$ cat config.mk
export PLATFORM = sky130hd
export DESIGN_NAME = dma_ch_reg_file
export DESIGN_NICKNAME = d
export VERILOG_FILES = /design/src/rtl/dma_ch_reg_file.sv
export SDC_FILE = /design/constraint.sdc
export NUM_CORES = 1
export LEC_CHECK = 0
export BUFFER_PORTS_ARGS = -buffer_cell sky130_fd_sc_hd__clkbuf_2
export CAP_MARGIN = 25
export CORE_UTILIZATION = 40
export CTS_BUF_LIST = sky130_fd_sc_hd__clkbuf_16
export CTS_CLUSTER_SIZE = 25
export DETAILED_ROUTE_END_ITERATION = 16
export MAX_ROUTING_LAYER = met4
export PLACE_DENSITY_LB_ADDON = 0.3
export REMOVE_ABC_BUFFERS = 1
export SETUP_SLACK_MARGIN = 0.02
export SLEW_MARGIN = 30
export SYNTH_ARGS = -nofsm -noshare
export SYNTH_HDL_FRONTEND = slang
export SYNTH_SLANG_ARGS = --single-unit
$ cat constraint.sdc
create_clock -name clk -period 5.14 [get_ports clk]
set_input_delay 0.514 -clock clk [delete_from_list [all_inputs] [get_ports clk]]
set_output_delay 0.514 -clock clk [all_outputs]
set_load 0.01 [all_outputs]
$ cat src/rtl/dma_ch_reg_file.sv
// dma_ch_reg_file: CPU-side register bank for NUM_CH DMA channels.
// Per channel CTRL/LEN/SRC/DST registers, global STATUS/DONE/ERR, one irq.
// Optional build macro DMA_REG_LOCK_EN: when defined, writes to LEN/SRC/DST
// of a busy channel are dropped and flag ERR for that channel.
module dma_ch_reg_file #(
   parameter int unsigned WIDTH  = 8,
   parameter int unsigned NUM_CH = 4,
   parameter int unsigned ADDR_W = 8
) (
   input  logic                      clk,
   input  logic                      arst_n,
   input  logic [WIDTH-1:0]          ctrl_data,
   input  logic [ADDR_W-1:0]         ctrl_addr,
   input  logic                      ctrl_RD_en,
   input  logic                      ctrl_WR_en,
   output logic [WIDTH-1:0]          Rdata,
   output logic                      rd_valid,
   output logic [NUM_CH-1:0]         ch_start,
   output logic [NUM_CH-1:0]         ch_abort,
   input  logic [NUM_CH-1:0]         ch_done_in,
   output logic [NUM_CH*WIDTH-1:0]   ch_len,
   output logic [NUM_CH*WIDTH-1:0]   ch_src,
   output logic [NUM_CH*WIDTH-1:0]   ch_dst,
   output logic [NUM_CH-1:0]         ch_busy,
   output logic                      irq
);

   localparam int unsigned CH_BITS = NUM_CH * WIDTH;
   localparam logic [ADDR_W-1:0] STATUS_ADDR = ADDR_W'(4 * NUM_CH);
   localparam logic [ADDR_W-1:0] DONE_ADDR   = ADDR_W'(4 * NUM_CH + 1);
   localparam logic [ADDR_W-1:0] ERR_ADDR    = ADDR_W'(4 * NUM_CH + 2);

   logic [NUM_CH-1:0]  irq_en_q, irq_en_d;
   logic [NUM_CH-1:0]  busy_q,   busy_d;
   logic [NUM_CH-1:0]  done_q,   done_d;
   logic [NUM_CH-1:0]  err_q,    err_d;
   logic [NUM_CH-1:0]  start_q,  start_d;
   logic [NUM_CH-1:0]  abort_q,  abort_d;
   logic [CH_BITS-1:0] len_q,    len_d;
   logic [CH_BITS-1:0] src_q,    src_d;
   logic [CH_BITS-1:0] dst_q,    dst_d;
   logic [WIDTH-1:0]   rdata_q,  rdata_d;
   logic               rd_valid_q, rd_valid_d;
   logic               irq_q,    irq_d;
   logic [WIDTH-1:0]   rd_mux_c;
   logic [NUM_CH-1:0]  wr_lock_c;

   // Channel parameter registers are write-protected while busy only in lock builds
`ifdef DMA_REG_LOCK_EN
   assign wr_lock_c = busy_q;
`else
   assign wr_lock_c = '0;
`endif

   // Read mux over the pre-write register state
   always_comb begin
      rd_mux_c = '0;
      for (int c = 0; c < NUM_CH; c++) begin
         if (ctrl_addr == ADDR_W'(4 * c))     rd_mux_c = WIDTH'({irq_en_q[c], 1'b0});
         if (ctrl_addr == ADDR_W'(4 * c + 1)) rd_mux_c = len_q[c*WIDTH +: WIDTH];
         if (ctrl_addr == ADDR_W'(4 * c + 2)) rd_mux_c = src_q[c*WIDTH +: WIDTH];
         if (ctrl_addr == ADDR_W'(4 * c + 3)) rd_mux_c = dst_q[c*WIDTH +: WIDTH];
      end
      if (ctrl_addr == STATUS_ADDR) rd_mux_c = WIDTH'(busy_q);
      if (ctrl_addr == DONE_ADDR)   rd_mux_c = WIDTH'(done_q);
      if (ctrl_addr == ERR_ADDR)    rd_mux_c = WIDTH'(err_q);
   end

   // Next-state: reads, register writes, start/abort/done handling, irq
   always_comb begin
      rdata_d    = rdata_q;
      rd_valid_d = ctrl_RD_en;
      irq_en_d   = irq_en_q;
      len_d      = len_q;
      src_d      = src_q;
      dst_d      = dst_q;
      start_d    = '0;
      abort_d    = '0;
      busy_d     = busy_q & ~ch_done_in;
      done_d     = done_q;
      err_d      = err_q;
      irq_d      = |((done_q | err_q) & irq_en_q);

      if (ctrl_RD_en) rdata_d = rd_mux_c;

      // Write-1-to-clear first so that a same-cycle set below wins
      if (ctrl_WR_en && (ctrl_addr == DONE_ADDR)) done_d = done_q & ~ctrl_data[NUM_CH-1:0];
      if (ctrl_WR_en && (ctrl_addr == ERR_ADDR))  err_d  = err_q  & ~ctrl_data[NUM_CH-1:0];
      done_d = done_d | ch_done_in;

      if (ctrl_WR_en) begin
         for (int c = 0; c < NUM_CH; c++) begin
            if (ctrl_addr == ADDR_W'(4 * c)) begin
               irq_en_d[c] = ctrl_data[1];
               if (ctrl_data[2]) begin
                  // Abort takes priority over start; idle abort is a no-op
                  if (busy_q[c]) begin
                     abort_d[c] = 1'b1;
                     busy_d[c]  = 1'b0;
                  end
               end else if (ctrl_data[0]) begin
                  if (busy_q[c]) begin
                     err_d[c] = 1'b1;
                  end else begin
                     start_d[c] = 1'b1;
                     busy_d[c]  = 1'b1;
                  end
               end
            end
            if (ctrl_addr == ADDR_W'(4 * c + 1)) begin
               if (wr_lock_c[c]) err_d[c] = 1'b1;
               else              len_d[c*WIDTH +: WIDTH] = ctrl_data;
            end
            if (ctrl_addr == ADDR_W'(4 * c + 2)) begin
               if (wr_lock_c[c]) err_d[c] = 1'b1;
               else              src_d[c*WIDTH +: WIDTH] = ctrl_data;
            end
            if (ctrl_addr == ADDR_W'(4 * c + 3)) begin
               if (wr_lock_c[c]) err_d[c] = 1'b1;
               else              dst_d[c*WIDTH +: WIDTH] = ctrl_data;
            end
         end
      end
   end

   // State registers, asynchronously cleared while arst_n is high
   always_ff @(posedge clk or posedge arst_n) begin
      if (arst_n) begin
         irq_en_q   <= '0;
         busy_q     <= '0;
         done_q     <= '0;
         err_q      <= '0;
         start_q    <= '0;
         abort_q    <= '0;
         len_q      <= '0;
         src_q      <= '0;
         dst_q      <= '0;
         rdata_q    <= '0;
         rd_valid_q <= 1'b0;
         irq_q      <= 1'b0;
      end else begin
         irq_en_q   <= irq_en_d;
         busy_q     <= busy_d;
         done_q     <= done_d;
         err_q      <= err_d;
         start_q    <= start_d;
         abort_q    <= abort_d;
         len_q      <= len_d;
         src_q      <= src_d;
         dst_q      <= dst_d;
         rdata_q    <= rdata_d;
         rd_valid_q <= rd_valid_d;
         irq_q      <= irq_d;
      end
   end

   assign Rdata    = rdata_q;
   assign rd_valid = rd_valid_q;
   assign ch_start = start_q;
   assign ch_abort = abort_q;
   assign ch_busy  = busy_q;
   assign ch_len   = len_q;
   assign ch_src   = src_q;
   assign ch_dst   = dst_q;
   assign irq      = irq_q;

endmodule

==> results of run 1 <==
[sequential cells by signal, indices dropped and copies added, names as in the netlist, 4 cells and up]
signal,flops
ch_dst,32
err_q,4
ch_busy,4
done_q,4
Rdata,8
ch_abort,4
ch_start,4
irq_en_q,4
ch_src,32
ch_len,32
[critical path, cell delays in order]
cell and delay [ps]:
clkbuf_2 470, nor2b_1 610, nand2_1 330, nor2_2 440, mux2_2 390
[through the flow]
stage | hold slack (ps) | instance area (sq um)
floorplan | 461 | 6030
global placement | 496 | 7000
detailed placement | 501 | 7000
CTS | 264 | 7570
global route | 302 | 7570
finish | 241 | 7570
[per-layer routing]
| layer | routed length (um) | global-route usage, % | vias up |
|---|---|---|---|
| met1 | 8440 | 33.6 | 2563 |
| li1 | - | - | 2171 |
| met4 | 399 | 9.28 | 0 |
| met5 | 0 | - | - |
| met3 | 1070 | 5.52 | 30 |
| met2 | 8250 | 35.2 | 222 |
[logic make-up after synthesis]
family,Yosys count,share of synthesized area [%]
DFF,130,52.7
AOI/OAI and AO/OA,116,13.0
buffers and inverters,43,2.94
muxes,118,21.7
and+or+nand+nor,103,9.66
[power groups by stage]
stage	Combinational (uW)	Sequential, uW	Clock, uW
3_3_place_gp	230	1120	0
2_1_floorplan	94.3	1130	0
5_1_grt	255	1110	1220
3_5_place_dp	234	1120	0
4_1_cts	235	1110	1180
6_report	233	1110	1160
[path summary, 6_finish.rpt]
check	from	slack, ps	to
hold reg to reg	err_q[0]	520	err_q[0]
setup reg to reg	irq_en_q[2]	3520	Rdata[1]
min in group clk	ch_done_in[3]	310	done_q[3]
max in group asynchronous	arst_n	3790	ch_dst[27]
hold / removal	arst_n	240	ch_dst[2]
setup / recovery	ctrl_addr[0]	2680	ch_src[8]
[cell type report]
cell class | count | area share [%]
clock buffer | 17 | 5.62
tap | 188 | 3.11
timing repair buffer | 145 | 9.72
clock inverter | 15 | 1.90
multi-input combinational | 337 | 36.2
inverter | 8 | 0.463
sequential | 130 | 43.0
[cells in the mapped netlist, types with 4 or more instances]
cell and instances:
o21a_1 4, o21ai_0 37, a21oi_1 9, nor2_1 24, a31oi_1 15, and3_1 7, nor2b_1 8, a22oi_1 5
a21o_1 4, nand3_1 8, dfrtp_1 130, mux2i_1 6, mux2_2 110, a32o_1 4, nand2b_1 4, o32ai_1 4
o2111ai_1 5, inv_1 8, nor3_1 4, o311ai_0 4, buf_2 10, a221oi_1 7, nor2_2 6, nand2_1 18
clkbuf_1 20
==> flow_metrics.py, run 1 <==
metrics = {
    "detailed_routing": {
        "wirelength_um": 18200,
        "wl_per_cell_um": 21.6,
        "drt_pass1_iterations": 5,
        "drc": 0,
        "drt-initial-drc-count": 384,
        "post_drt_via_cell_ratio": 5.94,
        "vias": 4986,
        "ant_nets": 0,
    },
    "layout": {
        "seqCellArea_sq_mm": 0.00325,
        "multi_input_area_sq_mm": 0.00274,
        "finalNonFillerCells": 840,
        "utilization_pct": 50.0,
        "antennaDiodeCount": 0,
        "drive_above_1_share_pct": 47.4,
        "fillCellCount": 1376,
        "layout_commonest_cell": "clkbuf_2",
        "syn2layout_area_growth_pct": 22.6,
        "final_nets": 663,
        "final_cell_mix": "clkbuf_2, dfrtp_1, mux2_2",
    },
    "clock_network": {
        "holdBufCountCts": 0,
        "cts.repair.resized": 0,
        "h-tree-depth": 4,
        "clockRootBuffer": "clkbuf_16",
        "cts_setup_buffers": 0,
        "cts_sinks": 130,
        "cts_made_buffers": 17,
        "cts_tree": "built",
        "clkTransAtPathRegs_ps": 60,
        "clock_latency_ps": 430,
        "clk_path_buf_depth": 2,
    },
    "setup_path": {
        "worst-path-max-fanout": 34,
        "end_kind": "flip-flop",
        "crit_type": "in2reg",
        "critPathRequiredTime_ps": 5450,
        "cp.arrival_ps": 2770,
        "critical_path.startpoint_type": "primary input",
        "ff2ff_path_depth": 5,
    },
    "synth": {
        "synth_area_sq_mm": 0.00618,
        "yosysSeqAreaShare_pct": 52.7,
        "synthArstFlopShare_pct": 100,
        "synthTopCellsByArea": "dfrtp_1, mux2_2, o21ai_0, a31oi_1, nor2_1",
        "synth_cell_types": 55,
        "synth-edff-count": 0,
        "synth_seq_cells": 130,
        "ys.flop_type": "dfrtp_1",
        "netlist_instances": 510,
        "avgSynthCellArea_sq_um": 12.1,
        "yosys_warnings": 0,
        "synth_largest_area_cell": "dfrtp_1",
        "synth_top_area_share_pct": 52.7,
    },
    "pwr": {
        "netSwitchingFraction_pct": 25.5,
        "leakagePower_uw": 0.00369,
        "p_seq_share_pct": 44.2,
        "power_frac_clock_pct": 46.4,
        "ir_drop_mv": 0.209,
        "powerDensity_mw_per_mm2": 330,
        "internal_power_uw": 1860,
        "switching_power_uw": 638,
        "p_total_uw": 2500,
        "power_frac_comb_pct": 9.3,
    },
    "sta": {
        "relSlewSlack_pct": 44.1,
        "fin_skew_ps": 7.52,
        "rsz0062_at_grt": "no",
        "fin_ws_ps": 2680,
        "hold_viol_final": 0,
        "worstMarginPinSlew_ps": 839,
        "fmax_ghz": 0.406,
        "min_period_over_period_pct": 47.9,
        "setup_viol": 0,
        "maxSlewViolCount": 0,
        "min_period_ps": 2460,
        "timing.setup.tns_ps": 0,
    },
    "global_route": {
        "grt_pass1_wl_um": 28500,
        "track_usage_pct": 24.5,
        "grt_pass1_vias": 4923,
        "grt_overflow": 0,
        "antenna_found_initial": 0,
        "grt_max_degree": 85,
    },
    "placed_design": {
        "pre_cts_ws_ps": 2260,
        "dp_hpwl_um": 12500,
        "dp_cells": 808,
        "portBuffers": 141,
        "gp_congestion": 0.876,
    },
    "floorplan": {
        "ioPinCount": 142,
        "dieArea_sq_mm": 0.0159,
        "core_sq_mm": 0.0151,
        "num_rows": 45,
        "fp.dieW_um": 126,
        "initial_core_util_pct": 40.8,
        "die_y_um": 126,
    },
    "job": {
        "cap_viol_max_count": 0,
    },
    "hold_path": {
        "min-delay-path-class": "in2async",
    },
    "outcome": {
        "status": "finished, final reports clean",
    },
}
Note: power is estimated with default switching activity, not from simulation.
==> run 2, diff against run 1 <==
Clock period 5.14 ns to 2.3 ns, I/O delays scaled along.
==> flow_metrics.py, run 2 (same netlist as run 1, synthesis figures left out) <==
metrics = {
    "placed_design": {
        "gp_congestion": 0.874,
        "dp_hpwl_um": 12900,
        "portBuffers": 141,
        "dp_cells": 828,
        "placed_area_sq_mm": 0.00720,
    },
    "pwr": {
        "ir_drop_mv": 0.498,
        "powerDensity_mw_per_mm2": 740,
        "leakagePower_uw": 0.00385,
    },
    "global_route": {
        "grt_pass1_wl_um": 28900,
        "antenna_found_initial": 0,
        "grt_max_degree": 49,
        "track_usage_pct": 24.9,
        "grt_overflow": 0,
        "grt_pass1_vias": 5067,
    },
    "floorplan": {
        "fp.dieW_um": 126,
        "num_rows": 45,
        "ioPinCount": 142,
        "initial_core_util_pct": 40.8,
        "core_sq_mm": 0.0151,
        "dieArea_sq_mm": 0.0159,
        "die_y_um": 126,
    },
    "detailed_routing": {
        "dr_wl_met3_um": 1170,
        "drc": 0,
        "post_drt_via_cell_ratio": 5.83,
        "wl_per_cell_um": 21.3,
        "ant_nets": 0,
        "wirelength_um": 18300,
        "wl_met1_um": 8480,
        "highest_layer": "met4",
        "vias": 5018,
        "drt_pass1_iterations": 5,
        "drt-initial-drc-count": 318,
        "wl_met2_um": 8250,
    },
    "layout": {
        "drive_above_1_share_pct": 48.4,
        "finalNonFillerCells": 860,
        "stdcell_area_sq_mm": 0.00781,
        "syn2layout_area_growth_pct": 26.4,
        "final_cell_mix": "clkbuf_2, dfrtp_1, mux2_2",
        "layout_commonest_cell": "clkbuf_2",
        "final_nets": 684,
        "antennaDiodeCount": 0,
    },
    "clock_network": {
        "holdBufCountCts": 1,
        "clkTransAtPathRegs_ps": 60,
        "clockRootBuffer": "clkbuf_16",
        "cts_sinks": 130,
        "cts_tree": "built",
        "cts_setup_buffers": 0,
        "cts.repair.resized": 0,
        "cts_made_buffers": 17,
        "clock_latency_ps": 420,
        "clk_path_buf_depth": 2,
        "h-tree-depth": 4,
    },
    "setup_path": {
        "cp.arrival_ps": 2030,
        "worst-path-max-fanout": 9,
        "end_kind": "flip-flop",
        "critPathRequiredTime_ps": 2600,
        "crit_type": "in2reg",
        "critical_path.startpoint_type": "primary input",
    },
    "sta": {
        "relSlewSlack_pct": 52.1,
        "min_period_ps": 1730,
        "fin_skew_ps": 7.25,
        "hold_slack_ps": 32.0,
        "worstMarginPinSlew_ps": 708,
        "min_period_over_period_pct": 75.2,
        "rsz0062_at_grt": "no",
        "fmax_ghz": 0.578,
        "maxSlewViolCount": 0,
        "hold_viol_final": 0,
        "setup_viol": 0,
    },
    "hold_path": {
        "min-delay-path-class": "in2reg",
    },
    "outcome": {
        "status": "finished, final reports clean",
    },
    "job": {
        "cap_viol_max_count": 0,
    },
}
[run 2: power breakdown]
group | total (uW) | switching (uW) | internal [uW]
clock network | 2760 | 973 | 1780
registers | 2470 | 87.5 | 2380
logic | 551 | 327 | 224
total | 5780 | 1390 | 4390
[run 2: path summary, 6_finish.rpt]
path | end | cells past startpoint | start | slack (ps)
setup reg to reg | Rdata[1] | 5 | ch_dst[17] | 700
max in group asynchronous | ch_src[29] | 4 | arst_n | 1250
hold / removal | done_q[3] | 2 | ch_done_in[3] | 30
min in group asynchronous | ch_abort[1] | 3 | arst_n | 410
hold reg to reg | done_q[2] | 1 | done_q[2] | 510
setup / recovery | ch_dst[30] | 5 | ctrl_addr[5] | 570
[run 2: metrics by stage]
step	setup WS (ps)	utilization (%)	power (uW)	TNS, ps
global route	512	51.5	5990	0
CTS	602	51.5	5820	0
global placement	166	47.5	3050	0
finish	571	51.5	5780	0
floorplan	-1400	-	2740	-181920
detailed placement	165	47.5	3060	0
[run 2: layout make-up]
cell class / instances / area, sq um
Inverter: 8 / 32.5
Clock buffer: 17 / 425
Fill cell: 1352 / 7340
Sequential cell: 130 / 3250
Timing Repair Buffer: 166 / 946
Tap cell: 188 / 235
Multi-Input combinational cell: 337 / 2740
Clock inverter: 14 / 171
[run 2: critical path, stage by stage]
cell and delay, ps:
clkbuf_2 120, nor4_4 420, nand3_2 290, nor2_2 570, mux2_2 400
[run 2: routing by layer]
layer | GRT usage, % | vias up
li1 | - | 2214
met1 | 34.0 | 2536
met2 | 36.6 | 236
met3 | 5.06 | 32
met4 | 9.14 | 0
met5 | - | -
